## config.mk

```make
export PLATFORM = sky130hd
export DESIGN_NAME = coin_vend_frontend
export DESIGN_NICKNAME = d
export VERILOG_FILES = /design/src/rtl/coin_vend_frontend_pkg.sv /design/src/rtl/coin_vend_frontend_qualifier.sv /design/src/rtl/coin_vend_frontend.sv
export SDC_FILE = /design/constraint.sdc
export NUM_CORES = 1
export LEC_CHECK = 0
export BUFFER_PORTS_ARGS = -buffer_cell sky130_fd_sc_hd__buf_2
export CAP_MARGIN = 5
export CELL_PAD_IN_SITES_DETAIL_PLACEMENT = 0
export CELL_PAD_IN_SITES_GLOBAL_PLACEMENT = 1
export CORE_UTILIZATION = 35
export CTS_CLUSTER_SIZE = 10
export DETAILED_ROUTE_END_ITERATION = 8
export GPL_TIMING_DRIVEN = 0
export PLACE_DENSITY = 0.61
export SETUP_SLACK_MARGIN = 0.3
export SLEW_MARGIN = 20
export SYNTH_ARGS = -nofsm -noshare
export SYNTH_HDL_FRONTEND = slang
export SYNTH_SLANG_ARGS = --single-unit
```

## constraint.sdc

```tcl
create_clock -name clk -period 4.6 [get_ports clk]
set_input_delay 0.69 -clock clk [delete_from_list [all_inputs] [get_ports clk]]
set_output_delay 0.69 -clock clk [all_outputs]
set_load 0.01 [all_outputs]
```

## src/rtl/coin_vend_frontend_pkg.sv

```systemverilog
// Shared types for the wash front end: coin/vend FSM states and qualifier events.
package coin_vend_frontend_pkg;

    typedef enum logic [1:0] {C_LOW, C_HIGH, C_JAM} coin_state_t;
    typedef enum logic [1:0] {IDLE, REQ, RUN, DRAIN} vend_state_t;
    typedef enum logic [1:0] {EV_NONE, EV_OK, EV_REJECT} coin_evt_t;

    function automatic int unsigned wash_cost(input logic dbl, input int unsigned price);
        return dbl ? 2 * price : price;
    endfunction

endpackage

```

## src/rtl/coin_vend_frontend_qualifier.sv

```systemverilog
// Sync + debounce of one raw input, optionally followed by a coin pulse width check.
// With WIDTH_CHECK=0 every debounced rise is reported as EV_OK.
module coin_pulse_qualifier
    import coin_vend_frontend_pkg::*;
#(
    parameter int unsigned DEBOUNCE_CYC = 16,
    parameter int unsigned MIN_PULSE    = 8,
    parameter int unsigned MAX_PULSE    = 1024,
    parameter bit          WIDTH_CHECK  = 1'b1
) (
    input  logic      clk,
    input  logic      rst,
    input  logic      raw,
    output coin_evt_t evt
);

    localparam int unsigned DBW = $clog2(DEBOUNCE_CYC + 1);
    localparam int unsigned WW  = $clog2(MAX_PULSE + 2);
    localparam logic [DBW-1:0] DB_LAST = DBW'(DEBOUNCE_CYC - 1);
    localparam logic [WW-1:0]  W_MIN   = WW'(MIN_PULSE);
    localparam logic [WW-1:0]  W_MAX   = WW'(MAX_PULSE);

    logic           sync_1;
    logic           sync_2;
    logic           level;
    logic [DBW-1:0] db_cnt;
    logic [WW-1:0]  width;
    coin_state_t    state;
    logic           take;
    logic           rise;
    logic           fall;

    assign take = (sync_2 != level) && (db_cnt == DB_LAST);
    assign rise = take && sync_2;
    assign fall = take && !sync_2;

    always_ff @(posedge clk or posedge rst) begin
        if (rst) begin
            sync_1 <= 1'b0;
            sync_2 <= 1'b0;
            level  <= 1'b0;
            db_cnt <= '0;
        end else begin
            sync_1 <= raw;
            sync_2 <= sync_1;
            if (sync_2 == level) begin
                db_cnt <= '0;
            end else if (take) begin
                level  <= sync_2;
                db_cnt <= '0;
            end else begin
                db_cnt <= db_cnt + 1'b1;
            end
        end
    end

    // Edges are acted on in the cycle the debounced level changes; width counts debounced high cycles.
    always_ff @(posedge clk or posedge rst) begin
        if (rst) begin
            state <= C_LOW;
            width <= '0;
            evt   <= EV_NONE;
        end else begin
            evt <= EV_NONE;
            if (!WIDTH_CHECK) begin
                if (rise) evt <= EV_OK;
            end else begin
                case (state)
                    C_LOW: begin
                        if (rise) begin
                            state <= C_HIGH;
                            width <= WW'(1);
                        end
                    end
                    C_HIGH: begin
                        if (fall) begin
                            evt   <= (width >= W_MIN) ? EV_OK : EV_REJECT;
                            state <= C_LOW;
                        end else if (width == W_MAX) begin
                            evt   <= EV_REJECT;
                            state <= C_JAM;
                        end else begin
                            width <= width + 1'b1;
                        end
                    end
                    C_JAM: begin
                        if (fall) state <= C_LOW;
                    end
                    default: state <= C_LOW;
                endcase
            end
        end
    end

endmodule

```

## src/rtl/coin_vend_frontend.sv

```systemverilog
// Payment front end: credit counter, double-wash latch and the vend request FSM
// driving the wash control unit's coin_in / double_wash inputs.
module coin_vend_frontend
    import coin_vend_frontend_pkg::*;
#(
    parameter int unsigned DEBOUNCE_CYC = 16,
    parameter int unsigned MIN_PULSE    = 8,
    parameter int unsigned MAX_PULSE    = 1024,
    parameter int unsigned PRICE        = 2,
    parameter int unsigned CREDIT_W     = 4,
    parameter int unsigned REQ_TIMEOUT  = 4096
) (
    input  logic                clk,
    input  logic                rst,
    input  logic                coin_sense,
    input  logic                double_btn,
    input  logic                wash_ack,
    input  logic                wash_done,
    output logic                coin_in,
    output logic                double_wash,
    output logic [CREDIT_W-1:0] credit,
    output logic                coin_reject,
    output logic                req_timeout
);

    localparam int unsigned RTW = $clog2(REQ_TIMEOUT + 1);
    localparam int unsigned DRW = $clog2(2 * DEBOUNCE_CYC + 1);
    localparam logic [RTW-1:0]      REQ_LAST   = RTW'(REQ_TIMEOUT - 1);
    localparam logic [DRW-1:0]      DRAIN_LAST = DRW'(2 * DEBOUNCE_CYC - 1);
    localparam logic [CREDIT_W-1:0] CREDIT_SAT = '1;

    coin_evt_t         coin_evt;
    coin_evt_t         btn_evt;
    vend_state_t       state;
    logic              dbl_latch;
    logic [RTW-1:0]    req_cnt;
    logic [DRW-1:0]    drain_cnt;
    logic [CREDIT_W:0] cost;
    logic [CREDIT_W:0] credit_next;
    logic              deduct;
    logic              lost_inc;
    logic              can_vend;
    logic              coin_ok;
    logic              coin_bad;
    logic              btn_rise;

    coin_pulse_qualifier #(
        .DEBOUNCE_CYC (DEBOUNCE_CYC),
        .MIN_PULSE    (MIN_PULSE),
        .MAX_PULSE    (MAX_PULSE),
        .WIDTH_CHECK  (1'b1)
    ) u_coin_q (
        .clk (clk),
        .rst (rst),
        .raw (coin_sense),
        .evt (coin_evt)
    );

    coin_pulse_qualifier #(
        .DEBOUNCE_CYC (DEBOUNCE_CYC),
        .MIN_PULSE    (MIN_PULSE),
        .MAX_PULSE    (MAX_PULSE),
        .WIDTH_CHECK  (1'b0)
    ) u_btn_q (
        .clk (clk),
        .rst (rst),
        .raw (double_btn),
        .evt (btn_evt)
    );

    assign coin_ok  = (coin_evt == EV_OK);
    assign coin_bad = (coin_evt == EV_REJECT);
    assign btn_rise = (btn_evt == EV_OK);

    // cost <= credit holds throughout REQ (latch frozen, credit only grows), so no underflow.
    always_comb begin
        cost        = (CREDIT_W + 1)'(wash_cost(dbl_latch, PRICE));
        deduct      = (state == REQ) && wash_ack;
        credit_next = {1'b0, credit} + {{CREDIT_W{1'b0}}, coin_ok};
        if (deduct) credit_next = credit_next - cost;
        lost_inc    = credit_next > {1'b0, CREDIT_SAT};
        can_vend    = {1'b0, credit} >= cost;
    end

    always_ff @(posedge clk or posedge rst) begin
        if (rst) begin
            credit      <= '0;
            coin_reject <= 1'b0;
        end else begin
            coin_reject <= coin_bad || lost_inc;
            credit      <= lost_inc ? CREDIT_SAT : credit_next[CREDIT_W-1:0];
        end
    end

    always_ff @(posedge clk or posedge rst) begin
        if (rst) begin
            state       <= IDLE;
            dbl_latch   <= 1'b0;
            req_cnt     <= '0;
            drain_cnt   <= '0;
            coin_in     <= 1'b0;
            double_wash <= 1'b0;
            req_timeout <= 1'b0;
        end else begin
            req_timeout <= 1'b0;
            case (state)
                IDLE: begin
                    if (can_vend) begin
                        state       <= REQ;
                        coin_in     <= 1'b1;
                        double_wash <= dbl_latch;
                        req_cnt     <= '0;
                    end else if (btn_rise) begin
                        dbl_latch <= !dbl_latch;
                    end
                end
                REQ: begin
                    if (deduct) begin
                        coin_in <= 1'b0;
                        state   <= RUN;
                    end else if (req_cnt == REQ_LAST) begin
                        coin_in     <= 1'b0;
                        double_wash <= 1'b0;
                        req_timeout <= 1'b1;
                        drain_cnt   <= '0;
                        state       <= DRAIN;
                    end else begin
                        req_cnt <= req_cnt + 1'b1;
                    end
                end
                RUN: begin
                    if (wash_done) begin
                        double_wash <= 1'b0;
                        dbl_latch   <= 1'b0;
                        state       <= IDLE;
                    end
                end
                DRAIN: begin
                    if (drain_cnt == DRAIN_LAST) state <= IDLE;
                    else drain_cnt <= drain_cnt + 1'b1;
                end
                default: state <= IDLE;
            endcase
        end
    end

endmodule

```

; ---- Yosys cells after proc, flatten, opt, wreduce, memory -nomap -nowiden
; Index checks and enable logic that the tools add are counted.
[word_totals]
regBits = 62
input_bits = 6
[op_classes]
n_addsub = 7
magnitude_cmp = 3
eq_ne = 32
n_mux = 49
bitwise = 2
reduce_logical = 26
[op_table]
columns = cell, n
row1 = 2-to-1 mux 13 bit, 3
row2 = 2-to-1 mux 11 bit, 3
row3 = 2-to-1 mux 2 bit, 13
row4 = case mux 13 bit (2 select lines), 1
row5 = 2-to-1 mux 5 bit, 5
row6 = case mux 11 bit (2 select lines), 1
row7 = "inequality test 2 bit, second input constant", 10
row8 = AND reduction 4 bit, 5
row9 = 2-to-1 mux 6 bit, 3
row10 = "adder 13 x 1 -> 13 bit, second input constant", 1
row11 = "equality test 13 x 12 -> 1 bit, second input constant", 1
row12 = 2-to-1 mux 1 bit, 12
row13 = case mux 6 bit (2 select lines), 1
row14 = "adder 11 x 1 -> 11 bit, second input constant", 1
row15 = "equality test 11 bit, second input constant", 1
row16 = "greater-or-equal comparator 11 x 4 -> 1 bit, second input constant", 1
row17 = "adder 5 x 1 -> 5 bit, second input constant", 2
row18 = "equality test 5 x 4 -> 1 bit, second input constant", 2
row19 = "equality test 2 bit, second input constant", 4
row20 = case mux 2 bit (4 select lines), 1
row21 = nonzero test 2 bit, 4
row22 = "adder 6 x 1 -> 6 bit, second input constant", 1
row23 = "equality test 2 x 1 -> 1 bit, second input constant", 3
row24 = "equality test 6 x 5 -> 1 bit, second input constant", 1
row25 = other kinds (24), 39

; ---- Depth between registers and ports, before layout
; Gate-level depths: netlist (run 1).
[logic_depth]
word_depth = 6
ltp_mapped = 10
depth_no_buf = 10

; ---- Cells and area by module
; From an unflattened synthesis (run 1), not the netlist that was laid out.
[unflattened]
hier_cells = 342
hier_area_um2 = 3470.8
[by_module_without_submodules]
columns = mod, n_inst, cells_per_inst, area_each_um2, seq_area_each_um2
row1 = coin_vend_frontend, 1, 198, 1929.4, 750.7
row2 = coin_pulse_qualifier (u_coin_q), 1, 116, 1181.1, 575.6
row3 = coin_pulse_qualifier (u_btn_q), 1, 28, 360.3, 225.2

; ---- Least setup slack after synthesis (run 1)
; No wires, ideal clock.
[synth_path]
kind = register -> register
startpoint = reg u_coin_q.evt[0]
endpoint = reg credit[1]
setup_time_ps = 142
t_arrival_ps = 2056
t_required_ps = 4458
setup_slack_ps = 2402
path_stages_with_launch = 10
n_path_buf = 0
cell_sequence = dfrtp_1 nor2b_1 ha_1 ha_1 xor2_1 ha_1 a21oi_1 nand4_1 xnor2_1 o211ai_1
[synth_via]
elab_chain_len = 6
[synth_lines]
columns = element, line_no
row1 = from (decl), coin_vend_frontend_qualifier.sv:14  ; output coin_evt_t evt
row2 = from (signal assigned), coin_vend_frontend_qualifier.sv:77  ; evt <= (width >= W_MIN) ? EV_OK : EV_REJECT;
row3 = equality test 2 x 1 -> 1 bit (*), coin_vend_frontend.sv:71  ; assign coin_ok = (coin_evt == EV_OK);
row4 = adder 4 x 1 -> 5 bit (*), coin_vend_frontend.sv:79  ; credit_next = {1'b0, credit} + {{CREDIT_W{1'b0}}, coin_ok};
row5 = subtractor 5 x 3 -> 5 bit, coin_vend_frontend.sv:80  ; if (deduct) credit_next = credit_next - cost;
row6 = 2-to-1 mux 5 bit (*), coin_vend_frontend.sv:80
row7 = > comparator 5 x 4 -> 1 bit, coin_vend_frontend.sv:81  ; lost_inc = credit_next > {1'b0, CREDIT_SAT};
row8 = 2-to-1 mux 4 bit (*), coin_vend_frontend.sv:91  ; credit <= lost_inc ? CREDIT_SAT : credit_next[CREDIT_W-1:0];
row9 = to (signal assigned), coin_vend_frontend.sv:91
row10 = to (decl), coin_vend_frontend.sv:21  ; output logic [CREDIT_W-1:0] credit,
; Every way passes the cells marked *; elsewhere a longest branch is shown, timed or not.
; A chain may end at the register's enable or synchronous reset.

; ---- Final worst setup path (run 1)
[layout_path]
startpoint = reg u_coin_q.evt[0]
endpoint = reg coin_reject
[layout_via]
elab_chain_len = 6
elab_cells_between_ends = 7
[layout_lines]
columns = element, line_no
row1 = equality test 2 x 1 -> 1 bit, coin_vend_frontend.sv:71
row2 = adder 4 x 1 -> 5 bit, coin_vend_frontend.sv:79
row3 = subtractor 5 x 3 -> 5 bit, coin_vend_frontend.sv:80
row4 = 2-to-1 mux 5 bit, coin_vend_frontend.sv:80
row5 = > comparator 5 x 4 -> 1 bit, coin_vend_frontend.sv:81
row6 = logical OR 1 bit (*), coin_vend_frontend.sv:90  ; coin_reject <= coin_bad || lost_inc;
row7 = to (signal assigned), coin_vend_frontend.sv:90
row8 = to (decl), coin_vend_frontend.sv:22  ; output logic coin_reject,
; Marked as above.

==> flow_summary_export.csv, run 1 <==
group,metric,value,unit
sta,period_share,54.4,%
yosys,avgSynthCellArea,9.81,um2
cts,post_cts.resized_instances,0,
yosys,synth_ff_type,"dfrtp_1",
layout,post-route-cell-area,3830,um2
worst_setup_path,path_class,"flip-flop to flip-flop",
pwr,power.switching_fraction,38.6,%
sta,unrepaired_setup_endpoints_after_global_routing,"no",
cts,cts_buffer_depth,2,
placement,pre_cts_ws,2010,ps
detailed_routing,drt-total-wl,6.88,mm
sta,clock_skew,7.05,ps
worst_setup_path,setup.reg_to_reg.worst_slack,2100,ps
yosys,ys_async_sr_fraction,100,%
cts,cts_sinks,62,
layout,multi_input_area,1750,um2
sta,finalSetupViolations,0,
status,outcome,"complete, no violations",
yosys,netlist_area,3400,um2
global_route,grt_antenna_before_repair,0,
cts,insertion_delay,340,ps
global_route,grt_overflow_total,0,
sta,fmaxAchievable,0.400,GHz
floorplanning,floorplan.initialDensity,36.5,%
worst_setup_path,worst-endpoint-required,4780,ps
yosys,post_synth_inst_count,347,
worst_setup_path,timing.critical_path.to_type,"flip-flop",
floorplanning,core.rowCount,35,
placement,dpl.hpwl,4.82,mm
pwr,power_frac_comb,34.2,%
placement,placement.io_buffers,12,
yosys,synth-edff-count,0,
global_route,first_global_vias,2518,
worst_setup_path,crit_fanout,5,
yosys,synthesis.nets,370,
pwr,power.share.sequential,40.3,%
cts,ctsHtreeMaxLevel,3,
sta,slew-limit-headroom,50.6,%
global_route,grt_start_max_net_pins,49,
sta,worst_slew_pin_slew,739,ps
global_route,global_route_wire_length_before_repair,12.1,mm
worst_setup_path,rr_startpoint,"u_coin_q.evt[0]",
layout,post_route_cells_drive_above_1_share,12.8,%
worst_setup_path,critPathLaunchType,"flip-flop",
floorplanning,die-area,10100,um2
pwr,power.net_switching,0.655,mW
yosys,synth.ff_latch_count,62,
hold_path,hold_path.class,"input port to asynchronous set/reset pin",
pwr,power_density,443,nW/um2
pwr,irDropWorstVdd,186,uV
worst_setup_path,setup.worst_path.start,"u_coin_q.evt[0]",
floorplanning,dieWidth,101,um
detailed_routing,vias,2585,
pwr,internal_power,1.04,mW
sta,post_route_setup_slack,2100,ps
detailed_routing,dr.pass1.iters,4,
floorplanning,die_height,101,um
floorplanning,placeableCoreArea,9330,um2
cts,cts_inserted_buffers,9,
floorplanning,number_of_ports_placed_on_the_die_boundary,14,
sta,finalWorstPathRequiredPeriod,2500,ps
sta,timing_hold_violations_final,0,
cts,clkTransAtPathRegs,70,ps
cts,cts_setup_buffers,0,
cts,cts_tree,"built",
detailed_routing,via_per_inst,5.12,
layout,areaGrowthSynthToFinish,12.5,%
job,cap_violations,0,
worst_setup_path,worstReg2RegEnd,"coin_reject",
pwr,static_leakage,1.75,nW
placement,gp_routability_congestion,0.754,
layout,antenna-diode-count,0,
global_route,grtUsageTotal,15.4,%
cts,clock_tree.root_cell,"clkbuf_8",
worst_setup_path,rr_worst_depth,9,
detailed_routing,dr.first_iter.drc_count,68,
pwr,p_clk_share,25.6,%
worst_setup_path,critical_path_arrival,2690,ps
layout,ff_latch_area,1550,um2
layout,nets,394,
yosys,synth_cell_type_count,61,
sta,fin_tns_setup,0,ps
placement,placed_area,3650,um2
cts,postCtsHoldBufs,0,
detailed_routing,post-route-drc-count,0,
sta,timing_max_transition_violations_final,0,
yosys,synth.yosys.seq_area_share,45.6,%
layout,filler_cell_count,954,
detailed_routing,drt-wirelength-per-cell,13.6,um
detailed_routing,final_antenna_net_count,0,
yosys,synth.yosys.warnings,0,
[layer usage]
layer	global-route usage (%)	vias up	wire length (um)
met1	20.0	1248	3410
met2	25.0	18	3210
li1	-	1308	-
met4	6.69	0	125
met3	3.19	11	138
met5	0	-	0
[power groups by stage]
stage | combinational (mW) | clock, mW | sequential (mW)
floorplan | 0.419 | 0 | 0.691
finish | 0.580 | 0.434 | 0.684
global route | 0.661 | 0.474 | 0.700
detailed placement | 0.587 | 0 | 0.697
global placement | 0.584 | 0 | 0.696
CTS | 0.591 | 0.455 | 0.686
[cell usage in the layout (no fill, tap or decap), types with 9 or more instances in the layout]
cell type / instances
o21ai_0: 18
nand2_1: 40
a21oi_1: 20
dfrtp_1: 62
buf_2: 14
clkbuf_8: 10
nand3_1: 29
nor2_1: 19
ha_1: 16
inv_1: 15
xor2_1: 9
[worst max-delay path by stage]
stage | to | slack, ps | depth (start not counted)
2_1_floorplan | coin_in | 2370 | 1
3_3_place_gp | req_cnt[8] | 1420 | 2
3_5_place_dp | coin_reject | 2010 | 9
4_1_cts | coin_reject | 1990 | 9
5_1_grt | coin_reject | 1780 | 9
6_report | coin_reject | 2100 | 9
[Yosys cell counts (all sizes together) (3+ instances only)]
library cell / number / area (um2)
mux2: 3 / 37.5
or3: 4 / 30.0
and4b: 3 / 30.0
and4: 3 / 27.5
nor4: 5 / 46.3
nand4b: 3 / 26.3
mux2i: 5 / 50.1
xor2: 9 / 78.8
nor3: 6 / 35.0
nand3: 31 / 173
nor2b: 6 / 37.5
o211ai: 3 / 22.5
dfrtp: 62 / 1550
inv: 16 / 60.1
and3: 4 / 25.0
ha: 16 / 200
xnor2: 3 / 26.3
a211o: 3 / 26.3
a31oi: 4 / 25.0
nand4: 8 / 65.1
or4b: 4 / 40.0
nand2: 40 / 150
nand3b: 3 / 26.3
nor2: 19 / 71.3
a21oi: 20 / 100
o21ai: 22 / 110
nand2b: 8 / 50.1
buf: 3 / 21.3
clkbuf: 6 / 22.5
[kinds of logic after synthesis]
| logic type | share of synthesized area [%] |
|---|---|
| buffers and inverters | 3.05 |
| AOI/OAI and AO/OA | 12.9 |
| and+or+nand+nor | 26.3 |
| muxes | 2.57 |
| DFF | 45.6 |
| xor gates and xnor gates | 3.09 |
| adders and majority gates | 6.47 |
[stage by stage]
step | utilization, % | power (mW) | instances | hold slack [ps]
floorplan | - | 1.11 | 347 | 331
global placement | 38.9 | 1.28 | 488 | 332
detailed placement | 39.2 | 1.28 | 489 | 343
CTS | 41.1 | 1.73 | 505 | 257
global route | 41.1 | 1.83 | 505 | 268
finish | 41.1 | 1.70 | 505 | 270
[sequential cells by signal (all words and copies together) (netlist names), 2 cells and up]
signal           cells
credit               4
drain_cnt            6
req_cnt             13
state                2
u_btn_q.db_cnt       5
u_coin_q.db_cnt      5
u_coin_q.evt         2
u_coin_q.state       2
u_coin_q.width      11
[final cells by class]
type                       instances  share of cell area (%)
timing repair buffer              13                    2.29
buffer                             9                    1.14
clock buffer                      10                    3.59
multi-input combinational        260                    45.6
clock inverter                     6                   0.980
sequential                        62                    40.5
tap                              129                    4.21
inverter                          16                    1.63
[worst max-delay path: stages, from the launching register on]
cell and delay [ps]:
dfrtp_1 360, nor2b_1 140, ha_1 190, ha_1 210, xor2_1 290, ha_1 290
a21oi_1 140, nand4_1 120, xnor2_1 400, o21ai_0 210
(Power assumes the default switching activity.)
==> inputs of run 2 (changes only) <==
- ABC_AREA: unset -> 1
- PLACE_DENSITY: 0.61 -> 0.64
- clock period: 4.6 -> 2.6 ns (I/O delays scaled with it)
==> run 2 against run 1 <==
Effect of this change: worst hold slack lost 240 ps; combinational power rose by 83%; cell area increased by 7.0%; sequential power increased by 71%; critical path depth up 2; final cell count grew 27%; non-clock buffer count rose by 3; clock power is 100% higher; critical path type unchanged; largest power group unchanged.
==> flow_summary_export.csv, run 2 <==
group,metric,value,unit
yosys,synth.yosys.warnings,0,
cts,cts_tree,"built",
placement,dpl.hpwl,5.38,mm
yosys,synth_cell_type_count,31,
floorplanning,die_height,103,um
sta,clock_skew,9.68,ps
floorplanning,dieWidth,103,um
yosys,synthDominantAreaCellType,"dfrtp_1",
detailed_routing,via_per_inst,4.51,
global_route,grt_start_max_net_pins,35,
layout,most_used_cells_in_the_layout_excluding_fill_and_tap_cells,"158 x nand2_1, 70 x nor2_1, 62 x dfrtp_1",
sta,fin_tns_setup,0,ps
yosys,synthTopCellsByArea,"dfrtp_1 43%, nand2_1 16%, nor2_1 7.3%, ha_1 5.6%, inv_1 5.1%",
worst_setup_path,crit_buf_inv,2,
sta,fmaxAchievable,0.458,GHz
global_route,grt_antenna_before_repair,0,
detailed_routing,drt-wirelength-per-cell,11.7,um
detailed_routing,drt-total-wl,7.49,mm
layout,antenna-diode-count,0,
cts,cts_inserted_buffers,9,
floorplanning,floorplan.initialDensity,36.5,%
worst_setup_path,critPathTopFamily,"adder cells",
worst_setup_path,critical_path_arrival,2420,ps
yosys,synth-edff-count,0,
yosys,avgSynthCellArea,7.57,um2
yosys,synth.yosys.seq_area_share,43.0,%
yosys,synthesis.nets,499,
yosys,netlist_area,3600,um2
global_route,grtUsageTotal,16.0,%
placement,placement.io_buffers,13,
yosys,yosysTopAreaCellShare,43.0,%
yosys,synth_ff_type,"dfrtp_1",
job,cap_violations,0,
sta,post_route_setup_slack,417,ps
cts,cts_sinks,62,
layout,areaGrowthSynthToFinish,13.6,%
worst_setup_path,critPathLaunchType,"flip-flop",
global_route,first_global_vias,2782,
placement,pre_cts_ws,91.2,ps
pwr,power_density,757,nW/um2
sta,period_share,83.9,%
sta,finalWorstPathRequiredPeriod,2180,ps
cts,clock_tree.root_cell,"clkbuf_8",
hold_path,hold_path.class,"input port to asynchronous set/reset pin",
cts,ctsHtreeMaxLevel,3,
layout,largest_register,"req_cnt",
layout,layout_top_registers,"req_cnt x13, u_coin_q.width x11, drain_cnt x6",
pwr,static_leakage,2.05,nW
cts,insertion_delay,340,ps
sta,timing_hold_violations_final,0,
sta,unrepaired_setup_endpoints_after_global_routing,"no",
global_route,grt_overflow_total,0,
cts,postCtsHoldBufs,0,
sta,timing_max_transition_violations_final,0,
layout,filler_cell_count,1007,
global_route,global_route_wire_length_before_repair,13.0,mm
worst_setup_path,path_class,"flip-flop to flip-flop",
detailed_routing,vias,2894,
floorplanning,number_of_ports_placed_on_the_die_boundary,14,
placement,gp_routability_congestion,0.744,
yosys,post-synth-top-count-cell,"nand2_1",
detailed_routing,final_antenna_net_count,0,
detailed_routing,dr.pass1.iters,4,
worst_setup_path,timing.critical_path.mode_cell,"ha_1",
layout,nets,527,
yosys,post_synth_inst_count,476,
worst_setup_path,timing.critical_path.to_type,"flip-flop",
sta,worst_slew_pin_slew,493,ps
cts,clkTransAtPathRegs,80,ps
detailed_routing,dr.first_iter.drc_count,50,
worst_setup_path,crit_chain,"inv_1 -> nor2_1 -> ha_1 -> ha_1 -> xor2_2 -> ha_1 -> a211oi_1 -> nand2_1 -> xnor2_2 -> buf_4 -> nand2_1",
floorplanning,die-area,10700,um2
worst_setup_path,worst-endpoint-required,2840,ps
sta,slew-limit-headroom,67.0,%
floorplanning,placeableCoreArea,9860,um2
yosys,ys_async_sr_fraction,100,%
layout,largest_reg_flops,13,
pwr,irDropWorstVdd,261,uV
yosys,most_instantiated_cells_after_synthesis,"158 x nand2_1, 70 x nor2_1, 62 x dfrtp_1",
detailed_routing,post-route-drc-count,0,
sta,finalSetupViolations,0,
worst_setup_path,timing.critical_path.slowest_stage_cell,"dfrtp_1",
layout,layout.cells.most_common,"nand2_1",
layout,post_route_cells_drive_above_1_share,12.2,%
yosys,synth.ff_latch_count,62,
cts,cts_buffer_depth,2,
floorplanning,core.rowCount,36,
status,outcome,"complete, no violations",
worst_setup_path,critPathMaxStageDelay,360,ps
worst_setup_path,crit_fanout,3,
-- run 2: cell types whose count changed in the layout (fill, tap and decap cells not counted), sizes merged, moves of 6 or more --
cell and change:
nand2 +125, a21oi -16, nor2 +57, nor2b -6, xnor2 +6, nand3 +9
nand2b -8, buf +7, inv +33, o21ai -12
-- run 2: layout make-up --
cell class	instances	area, um2	area share (%)
Buffer	8	55.1	1.34
Clock buffer	12	155	3.79
Clock inverter	4	45.0	1.10
Inverter	49	186	4.55
Multi-Input combinational cell	357	1830	44.7
Sequential cell	62	1550	37.9
Tap cell	133	166	4.06
Timing Repair Buffer	17	108	2.63
-- run 2: report_power, final --
part / switching [mW] / total (mW) / internal (mW)
Clock: 0.388 / 0.879 / 0.491
Sequential: 0.0992 / 1.17 / 1.07
Combinational: 0.675 / 1.06 / 0.381
Total: 1.16 / 3.10 / 1.94
-- run 2: metrics by stage --
step	cell area, um2	cells	power (mW)	util (%)	hold slack, ps
3_5_place_dp	3860	623	2.23	39.1	343
2_1_floorplan	3600	476	1.93	-	331
4_1_cts	4090	641	3.14	41.5	31.2
6_report	4100	642	3.10	41.5	32.0
5_1_grt	4100	642	3.35	41.5	65.6
3_3_place_gp	3840	622	2.21	38.9	332
-- run 2: metal layers --
metal	routed length [um]	track usage, %	vias to the layer above
met5	0	0	-
met4	122	7.15	0
met3	118	2.62	11
met2	3460	26.1	20
met1	3790	20.9	1320
li1	-	-	1543
-- run 2: cells by family after synthesis --
family | Yosys count | synth area share [%]
adders and majority gates | 17 | 6.11
and+or+nand+nor | 296 | 35.1
muxes | 1 | 0.278
buffers and inverters | 57 | 6.63
AOI/OAI and AO/OA | 21 | 3.47
DFF | 62 | 43.0
xor gates and xnor gates | 22 | 5.35
-- run 2: worst paths after layout --
check	startpoint	endpoint	slack, ps	depth (start not counted)
min in group clk	coin_sense	u_coin_q.sync_1	160	1
setup reg to reg	u_coin_q.evt[0]	credit[0]	420	11
hold reg to reg	u_coin_q.sync_1	u_coin_q.sync_2	360	0
hold / removal	rst	req_cnt[3]	30	2
setup / recovery	u_coin_q.evt[0]	credit[0]	420	11
max in group asynchronous	rst	credit[3]	2050	3
-- run 2: repair_timing --
action / CTS / global route
endpoints found under the setup margin: 5 / 5
pin swaps: 1 / 1
setup buffers: 2 / 1
resized for setup: 2 / 0
